### src/rtl/bonus_manager.sv
// Falling bonus item manager: spawns one item per slot, moves it once per frame,
// hit-tests it against the plane, and keeps the bomb stock and timed-effect timers.
module bonus_manager #(
    parameter  int NUM_TYPES     = 2,
    parameter  int RAND_W        = 16,
    parameter  int H_W           = 10,
    parameter  int V_W           = 10,
    parameter  int H_DISP        = 640,
    parameter  int V_DISP        = 480,
    parameter  int SIZE          = 32,
    parameter  int FALL_STEP     = 2,
    parameter  int SPAWN_FRAMES  = 300,
    parameter  int EFFECT_FRAMES = 600,
    parameter  int BOMB_MAX      = 3,
    localparam int TW            = (NUM_TYPES > 1) ? $clog2(NUM_TYPES) : 1,
    localparam int CW            = $clog2(BOMB_MAX + 1)
) (
    input  logic                 clk_run,
    input  logic                 rst,
    input  logic                 en_i,
    input  logic [RAND_W-1:0]    rand_i,
    input  logic                 v_sync_i,
    input  logic [H_W-1:0]       req_x_addr_i,
    input  logic [V_W-1:0]       req_y_addr_i,
    input  logic                 crash_i,
    input  logic                 bomb_use_i,
    output logic                 alpha_o,
    output logic [TW-1:0]        type_o,
    output logic [NUM_TYPES-1:0] pickup_o,
    output logic [NUM_TYPES-1:0] effect_o,
    output logic [CW-1:0]        bomb_cnt_o,
    output logic                 bomb_fire_o
);

    localparam int SCW  = (SPAWN_FRAMES > 1) ? $clog2(SPAWN_FRAMES) : 1;
    localparam int EW   = $clog2(EFFECT_FRAMES + 1);
    localparam int XMAX = H_DISP - SIZE;

    localparam logic [0:0] IDLE = 1'b0;
    localparam logic [0:0] FALL = 1'b1;

    logic [0:0]     state;
    logic [H_W-1:0] x_q;
    logic [V_W-1:0] y_q;
    logic [TW-1:0]  type_q;
    logic [SCW-1:0] spawn_cnt;
    logic           v_prev;

    logic           step;
    logic [TW-1:0]  spawn_t;
    logic [H_W-1:0] spawn_xr;
    logic [H_W-1:0] spawn_x;
    logic           spawn_ok;
    logic [V_W:0]   y_next;
    logic           at_bottom;
    logic [H_W:0]   x_end;
    logic [V_W:0]   y_end;
    logic           in_x;
    logic           in_y;
    logic           collect;
    logic           bomb_collect;
    logic           use_ok;
    logic           unused_rand;

    assign step      = v_sync_i & ~v_prev & en_i;
    assign spawn_t   = rand_i[RAND_W-1 -: TW];
    assign spawn_xr  = rand_i[H_W-1:0];
    assign spawn_ok  = {1'b0, spawn_t} < (TW+1)'(NUM_TYPES);
    assign spawn_x   = (spawn_xr >= H_W'(XMAX)) ? spawn_xr - H_W'(XMAX) : spawn_xr;
    assign y_next    = {1'b0, y_q} + (V_W+1)'(FALL_STEP);
    assign at_bottom = y_next >= (V_W+1)'(V_DISP);
    assign unused_rand = ^rand_i;

    // Extents are one bit wider so an item touching the right/bottom edge never wraps.
    assign x_end   = {1'b0, x_q} + (H_W+1)'(SIZE);
    assign y_end   = {1'b0, y_q} + (V_W+1)'(SIZE);
    assign in_x    = (req_x_addr_i >= x_q) && ({1'b0, req_x_addr_i} < x_end);
    assign in_y    = (req_y_addr_i >= y_q) && ({1'b0, req_y_addr_i} < y_end);
    assign alpha_o = (state == FALL) && in_x && in_y;
    assign type_o  = type_q;

    assign collect      = crash_i & alpha_o;
    assign bomb_collect = collect && (type_q == '0);
    assign use_ok       = bomb_use_i && (bomb_cnt_o != '0);

    // NOTE: sequential state uses <= so every register samples pre-edge values.
    always_ff @(posedge clk_run or negedge rst) begin
        if (!rst) begin
            state     <= IDLE;
            x_q       <= '0;
            y_q       <= '0;
            type_q    <= '0;
            spawn_cnt <= '0;
            v_prev    <= 1'b0;
        end else begin
            v_prev <= v_sync_i;
            if (state == IDLE) begin
                if (step) begin
                    if (spawn_cnt == SCW'(SPAWN_FRAMES - 1)) begin
                        if (spawn_ok) begin
                            spawn_cnt <= '0;
                            type_q    <= spawn_t;
                            x_q       <= spawn_x;
                            y_q       <= '0;
                            state     <= FALL;
                        end
                    end else begin
                        spawn_cnt <= spawn_cnt + SCW'(1);
                    end
                end
            end else if (collect) begin
                state <= IDLE;
            end else if (step) begin
                if (at_bottom) state <= IDLE;
                else           y_q   <= y_next[V_W-1:0];
            end
        end
    end

    always_ff @(posedge clk_run or negedge rst) begin
        if (!rst) begin
            pickup_o    <= '0;
            bomb_cnt_o  <= '0;
            bomb_fire_o <= 1'b0;
        end else begin
            pickup_o    <= collect ? (NUM_TYPES'(1) << type_q) : '0;
            bomb_fire_o <= use_ok;
            // Collect plus use in one cycle leaves the stock unchanged, even at saturation.
            case ({bomb_collect, use_ok})
                2'b10:   if (bomb_cnt_o != CW'(BOMB_MAX)) bomb_cnt_o <= bomb_cnt_o + CW'(1);
                2'b01:   bomb_cnt_o <= bomb_cnt_o - CW'(1);
                default: bomb_cnt_o <= bomb_cnt_o;
            endcase
        end
    end

    assign effect_o[0] = 1'b0;

    for (genvar k = 1; k < NUM_TYPES; k++) begin : g_timer
        logic [EW-1:0] timer;

        always_ff @(posedge clk_run or negedge rst) begin
            if (!rst) begin
                timer <= '0;
            end else if (collect && (type_q == TW'(k))) begin
                timer <= EW'(EFFECT_FRAMES);
            end else if (step && (timer != '0)) begin
                timer <= timer - EW'(1);
            end
        end

        assign effect_o[k] = (timer != '0);
    end

endmodule
### config.mk
export PLATFORM = sky130hd
export DESIGN_NAME = bonus_manager
export DESIGN_NICKNAME = d
export VERILOG_FILES = /design/src/rtl/bonus_manager.sv
export SDC_FILE = /design/constraint.sdc
export NUM_CORES = 1
export LEC_CHECK = 0
export ABC_AREA = 1
export CORE_MARGIN = 2
export CORE_UTILIZATION = 49
export DETAILED_ROUTE_END_ITERATION = 6
export GPL_TIMING_DRIVEN = 0
export PLACE_DENSITY = 0.77
export RECOVER_POWER = 50
export REMOVE_ABC_BUFFERS = 1
export SETUP_SLACK_MARGIN = 0.15
export SYNTH_ARGS = -nofsm -noshare
export SYNTH_HDL_FRONTEND = slang
export SYNTH_SLANG_ARGS = --single-unit
### constraint.sdc
create_clock -name clk_run -period 2.2 [get_ports clk_run]
set_input_delay 0.44 -clock clk_run [delete_from_list [all_inputs] [get_ports clk_run]]
set_output_delay 0.44 -clock clk_run [all_outputs]
set_load 0.01 [all_outputs]
# [Word-level counts from Yosys, hierarchy flattened]
# Cells that the tools add are included.
[word_totals] elab_cells=76 ff_bits=47 out_inout_bits=9
[op_classes] mux=19 magnitude_cmp=6 bitwise=6 n_reduce_logical=19 addsub=8 shifts=1 n_eq_ne=7
[op_table] op="2-to-1 mux 10 bit" count=9
[op_table] op="adder 10 x 6 -> 11 bit (second input constant)" count=2
[op_table] op="less-than comparator 10 x 11 -> 1 bit" count=2
[op_table] op=">= comparator 10 bit" count=2
[op_table] op="nonzero test 2 bit" count=6
[op_table] op="adder 10 x 2 -> 11 bit (second input constant)" count=1
[op_table] op=">= comparator 11 x 9 -> 1 bit (second input constant)" count=1
[op_table] op=">= comparator 10 bit (second input constant)" count=1
[op_table] op="nonzero test 10 bit" count=1
[op_table] op="subtractor 10 x 1 -> 10 bit (second input constant)" count=1
[op_table] op="subtractor 10 bit (second input constant)" count=1
[op_table] op="adder 9 x 1 -> 9 bit (second input constant)" count=1
[op_table] op="equality test 9 bit (second input constant)" count=1
[op_table] op="2-to-1 mux 9 bit" count=1
[op_table] op="logical AND 1 bit" count=8
[op_table] op="inequality test 2 bit (second input constant)" count=4
[op_table] op="2-to-1 mux 1 bit" count=6
[op_table] op="AND reduction 5 bit" count=1
[op_table] op="2-to-1 mux 2 bit" count=2
[op_table] op="one-hot mux 2 bit (2 select lines)" count=1
[op_table] op="AND reduction 2 bit" count=2
[op_table] op="AND 1 bit" count=3
[op_table] op="inverter 1 bit" count=3
[op_table] op="AND reduction 3 bit" count=1
[op_table] op="5 further kinds" count=5

# [Logic depth before layout (Yosys ltp)]
[logic_depth] word_depth=10 mapped_depth=14

# [Worst setup path before layout]
# Ideal clock, no wire load.
[synth_path] path_kind="reg2out" start="reg y_q[5]" end="out alpha_o" arrival_time_ns=1.733 slack_ns=0.027 path_buffers=0 stages_incl_launch_ff=12 path_cell_list="dfrtp_1 -> ha_1 -> inv_1 -> ha_1 -> inv_1 -> nor2_1 -> a21oi_1 -> nand3_1 -> nand2_1 -> nand2_1 -> nand2_1 -> and2_2"
[synth_via] elab_chain_cells=4 word_cells_on_any_way=5 cone_classes="add/sub: 1; order compare: 2; reduce/logical: 2"
[synth_rtl] element="from (decl)" line_no="44" rtl="logic [V_W-1:0] y_q;"
[synth_rtl] element="from (signal assigned)" line_no="115" rtl="else y_q <= y_next[V_W-1:0];"
[synth_rtl] element="adder 10 x 6 -> 11 bit" line_no="76" rtl="assign y_end = {1'b0, y_q} + (V_W+1)'(SIZE);"
[synth_rtl] element="less-than comparator 10 x 11 -> 1 bit" line_no="78" rtl="assign in_y = (req_y_addr_i >= y_q) && ({1'b0, req_y_addr_i} < y_end);"
[synth_rtl] element="logical AND 1 bit *" line_no="78"
[synth_rtl] element="logical AND 1 bit *" line_no="79" rtl="assign alpha_o = (state == FALL) && in_x && in_y;"
[synth_rtl] element="to (decl)" line_no="27" rtl="output logic alpha_o,"
# Mark *: on every way between the ends. The rest lies on a longest branch, timed or not.

# [Final worst setup path]
[layout_path] start="reg x_q[6]" end="out alpha_o"
[layout_via] elab_chain_cells=5 word_cells_on_any_way=6 cone_classes="add/sub: 1; order compare: 2; reduce/logical: 3"
[layout_rtl] element="from (decl)" line_no="43" rtl="logic [H_W-1:0] x_q;"
[layout_rtl] element="from (signal assigned)" line_no="103" rtl="x_q <= spawn_x;"
[layout_rtl] element="adder 10 x 6 -> 11 bit" line_no="75" rtl="assign x_end = {1'b0, x_q} + (H_W+1)'(SIZE);"
[layout_rtl] element="less-than comparator 10 x 11 -> 1 bit" line_no="77" rtl="assign in_x = (req_x_addr_i >= x_q) && ({1'b0, req_x_addr_i} < x_end);"
[layout_rtl] element="logical AND 1 bit *" line_no="77"
[layout_rtl] element="logical AND 1 bit * (2 in a row)" line_no="79"
# Marked as above.

==> impl_metrics.yaml <==
outcome:
  status: "finished, violations left"
  violations: "DRC, setup timing"
placed_design:
  gp_congestion: 0.8376
  hpwl_um: 5293
  port_buffers: 43
  placed_cells: 561
setup_path:
  startpoint_type: "flip-flop"
  end_kind: "output pin"
  crit_path_max_fanout: 2
  arrival_ns: 2.21
  r2r_slack_ns: -0.43
  required_ns: 1.76
  r2r-start: "x_q[6]$_DFFE_PN0P_"
  r2r_cells: 17
  r2r_end: "g_timer[1].timer[0]$_DFFE_PN0P_"
  worst-setup-path-type: "flip-flop to output pin"
logic_synthesis:
  yosysTopAreaCell: "dfrtp_1"
  synth-seq-cells: 46
  synth_edf_count: 0
  yosysWarnings: 0
  syn_area_mm2: 0.003278
  netlist.area_leader.share_pct: 35.11
  syn_avg_cell_area_um2: 7.400
  yosysMostFrequentCell: "nand2_1"
  synth-compound-area-share_pct: 7.824
  seq_area_frac_synth_pct: 35.11
  synth_common_cells: "nand2_1, inv_1, dfrtp_1, nor2_1, ha_1"
  synthMuxAreaShare_pct: 0
  synth-xor-area-share_pct: 5.076
  synth_top_family_by_area: "simple AND/OR/NAND/NOR gates"
  synthArstFlopShare_pct: 100.0
  synthDistinctLibCells: 33
  synthAdderAreaFrac_pct: 13.36
  yosys.area_share.simple_pct: 30.50
  synthCells: 443
  synth_flop_cell: "dfrtp_1"
  synth_area_leaders: "dfrtp_1, nand2_1, ha_1"
final_layout:
  fin_cells: 597
  nNetsFinal: 596
  area_growth_pct: 32.94
  antenna_cells: 0
  layout-drive-gt1-share_pct: 17.69
power_and_ir_drop:
  max-vdd-ir-drop_uv: 360.9
  power_switching_w: 0.0005414
  p_leak_nw: 2.168
  power_frac_seq_pct: 52.6
  power.internal_w: 0.001277
  power_density_mw_per_mm2: 417.3
  clockPowerShare_pct: 30.6
  p_comb_share_pct: 16.8
  switching_share_pct: 29.77
min_path:
  hold_class: "primary input to async pin"
clock_network:
  numCtsBuffers: 5
  cts_tree: "built"
  cts_buffer_depth: 2
  htreeDepth: 2
  clkTransAtPathRegs_ns: 0.11
  insertion_delay_ns: 0.32
  cts.sinks: 46
  cts_root_buffer: "clkbuf_8"
route:
  ant_nets: 0
  vias: 3110
  avgViaCountPerCell: 5.209
  drt_pre_antenna_iters: 7
  routedWlPerCell_um: 13.17
  drtIter0Drc: 160
  routed_wl_um: 7865
  drc_errors: 2
global_routing:
  grt_pass1_vias: 2859
  grt_max_degree: 32
  grtUsageTotal_pct: 20.97
  antenna_found_initial: 0
  grt_pass1_wl_um: 12380
  grt-ovfl-total: 0
sta:
  rsz0062_at_grt: "true"
  tns_ns: -8.500
  period_share_pct: 120.3
  fin_skew_ns: 0.01431
  tightest_slew_ns: 0.8973
  setup_violations: 25
  slew_headroom_pct: 40.18
  fmax_mhz: 377.7
  maxSlewViolCount: 0
  min_period_ns: 2.647
  hold_viol_final: 0
  finalWorstSetupSlack_ns: -0.4473
die:
  io_pins: 51
  chipWidth_um: 85.79
  fp.dieH_um: 85.79
  rows: 29
  initial_utilization_pct: 51.04
  die_area_mm2: 0.007360
  core-area_mm2: 0.006422
flow_run:
  drv_cap: 0
==> cell usage in the layout, fill, tap and decap left out, types with 3 or more instances in the layout <==
cell             instances
nor3_1                   6
nand3_1                 25
clkbuf_8                 5
a21oi_2                  4
xor2_1                  15
o21ai_1                  3
nand3_4                  3
xnor2_1                  3
nand2_2                 10
buf_6                   14
nand3_2                  4
clkdlybuf4s50_1         40
dfrtp_1                 44
ha_4                     5
nand2_4                  5
inv_1                   61
nand4_1                  5
nor2_2                   6
ha_1                    29
inv_2                    3
a21oi_1                 16
nor2_1                  40
o21ai_0                 20
nor2_4                   4
nand2_1                109
buf_4                   15
nand3b_1                 3
==> worst max-delay path by stage <==
stage                       startpoint                               to  slack [ns]
global placement       req_y_addr_i[9]                          alpha_o       -0.84
floorplan           y_q[5]$_DFFE_PN0P_                          alpha_o        0.03
CTS                 x_q[5]$_DFFE_PN0P_                          alpha_o       -0.41
finish              x_q[6]$_DFFE_PN0P_                          alpha_o       -0.45
detailed placement     req_y_addr_i[5]                          alpha_o       -0.86
global route        x_q[6]$_DFFE_PN0P_  g_timer[1].timer[0]$_DFFE_PN0P_       -0.59
==> critical path: stages, from the launching register on <==
cell     delay [ns]
dfrtp_1        0.43
ha_4           0.17
nand2_1        0.06
o21ai_1        0.13
o21ai_1        0.08
ha_1           0.32
nand3_1        0.11
nor2_1         0.05
nand2_1        0.09
nand2_2        0.07
nor2_4         0.13
and2_4         0.17
buf_6          0.10
==> sequential cells by signal (all words and copies together) (netlist names) <==
register and count:
y_q 9, type_o 1, x_q 10, bomb_fire_o 1, g_timer.timer 10, pickup_o 2, state 1, spawn_cnt 9
v_prev 1, bomb_cnt_o 2
==> per-stage QoR <==
step / util, % / hold WS [ns] / area, um^2 / setup WS [ns] / total power, W
6_report: 67.86 / 0.2089 / 4358 / -0.4473 / 0.001818
5_1_grt: 67.86 / 0.2634 / 4358 / -0.5949 / 0.001927
4_1_cts: 63.34 / 0.03665 / 4068 / -0.4148 / 0.001832
3_5_place_dp: 59.13 / 0.3933 / 3797 / -0.8598 / 0.001265
3_3_place_gp: 58.89 / 0.4746 / 3782 / -0.8395 / 0.001248
2_1_floorplan: - / 0.1444 / 3256 / 0.02687 / 0.001130
==> cell type report <==
| type | count | area (um^2) |
|---|---|---|
| fill | 496 | 2064 |
| clock buffer | 5 | 68.82 |
| tap | 77 | 96.34 |
| inverter | 64 | 240.2 |
| timing repair buffer | 72 | 689.4 |
| sequential | 46 | 1154 |
| multi-input combinational | 330 | 2085 |
| clock inverter | 3 | 25.02 |
==> per-layer routing <==
metal	part of all wire, %	GRT usage (%)	vias to the layer above
li1	-	-	1563
met1	43	26.48	1465
met2	51	37.14	68
met3	3.9	3.754	14
met4	2.0	5.339	0
met5	0	0	-
==> kinds of logic after synthesis <==
kind of cell,after synthesis
adders and majority gates,35
AOI/OAI and AO/OA,48
and+or+nand+nor,227
xor gates and xnor gates,19
DFF,46
buffers and inverters,67
other,1
==> repair_timing <==
action | CTS | global route
resized for setup | 21 | 52
setup buffers | 16 | 12
endpoints found under the setup margin | 33 | 28
pin swaps | 7 | 25
hold buffers | 0 | 0
gates cloned | 0 | 0
==> power groups by stage <==
stage / combinational, W / sequential [W] / clock, W
final: 0.000306 / 0.000957 / 0.000556
after detailed placement: 0.000294 / 0.000971 / 0
after global placement: 0.000279 / 0.000969 / 0
after floorplan: 0.000169 / 0.000961 / 0
after global routing: 0.000355 / 0.000965 / 0.000608
after CTS: 0.000302 / 0.000955 / 0.000576
(Power assumes the default switching activity.)
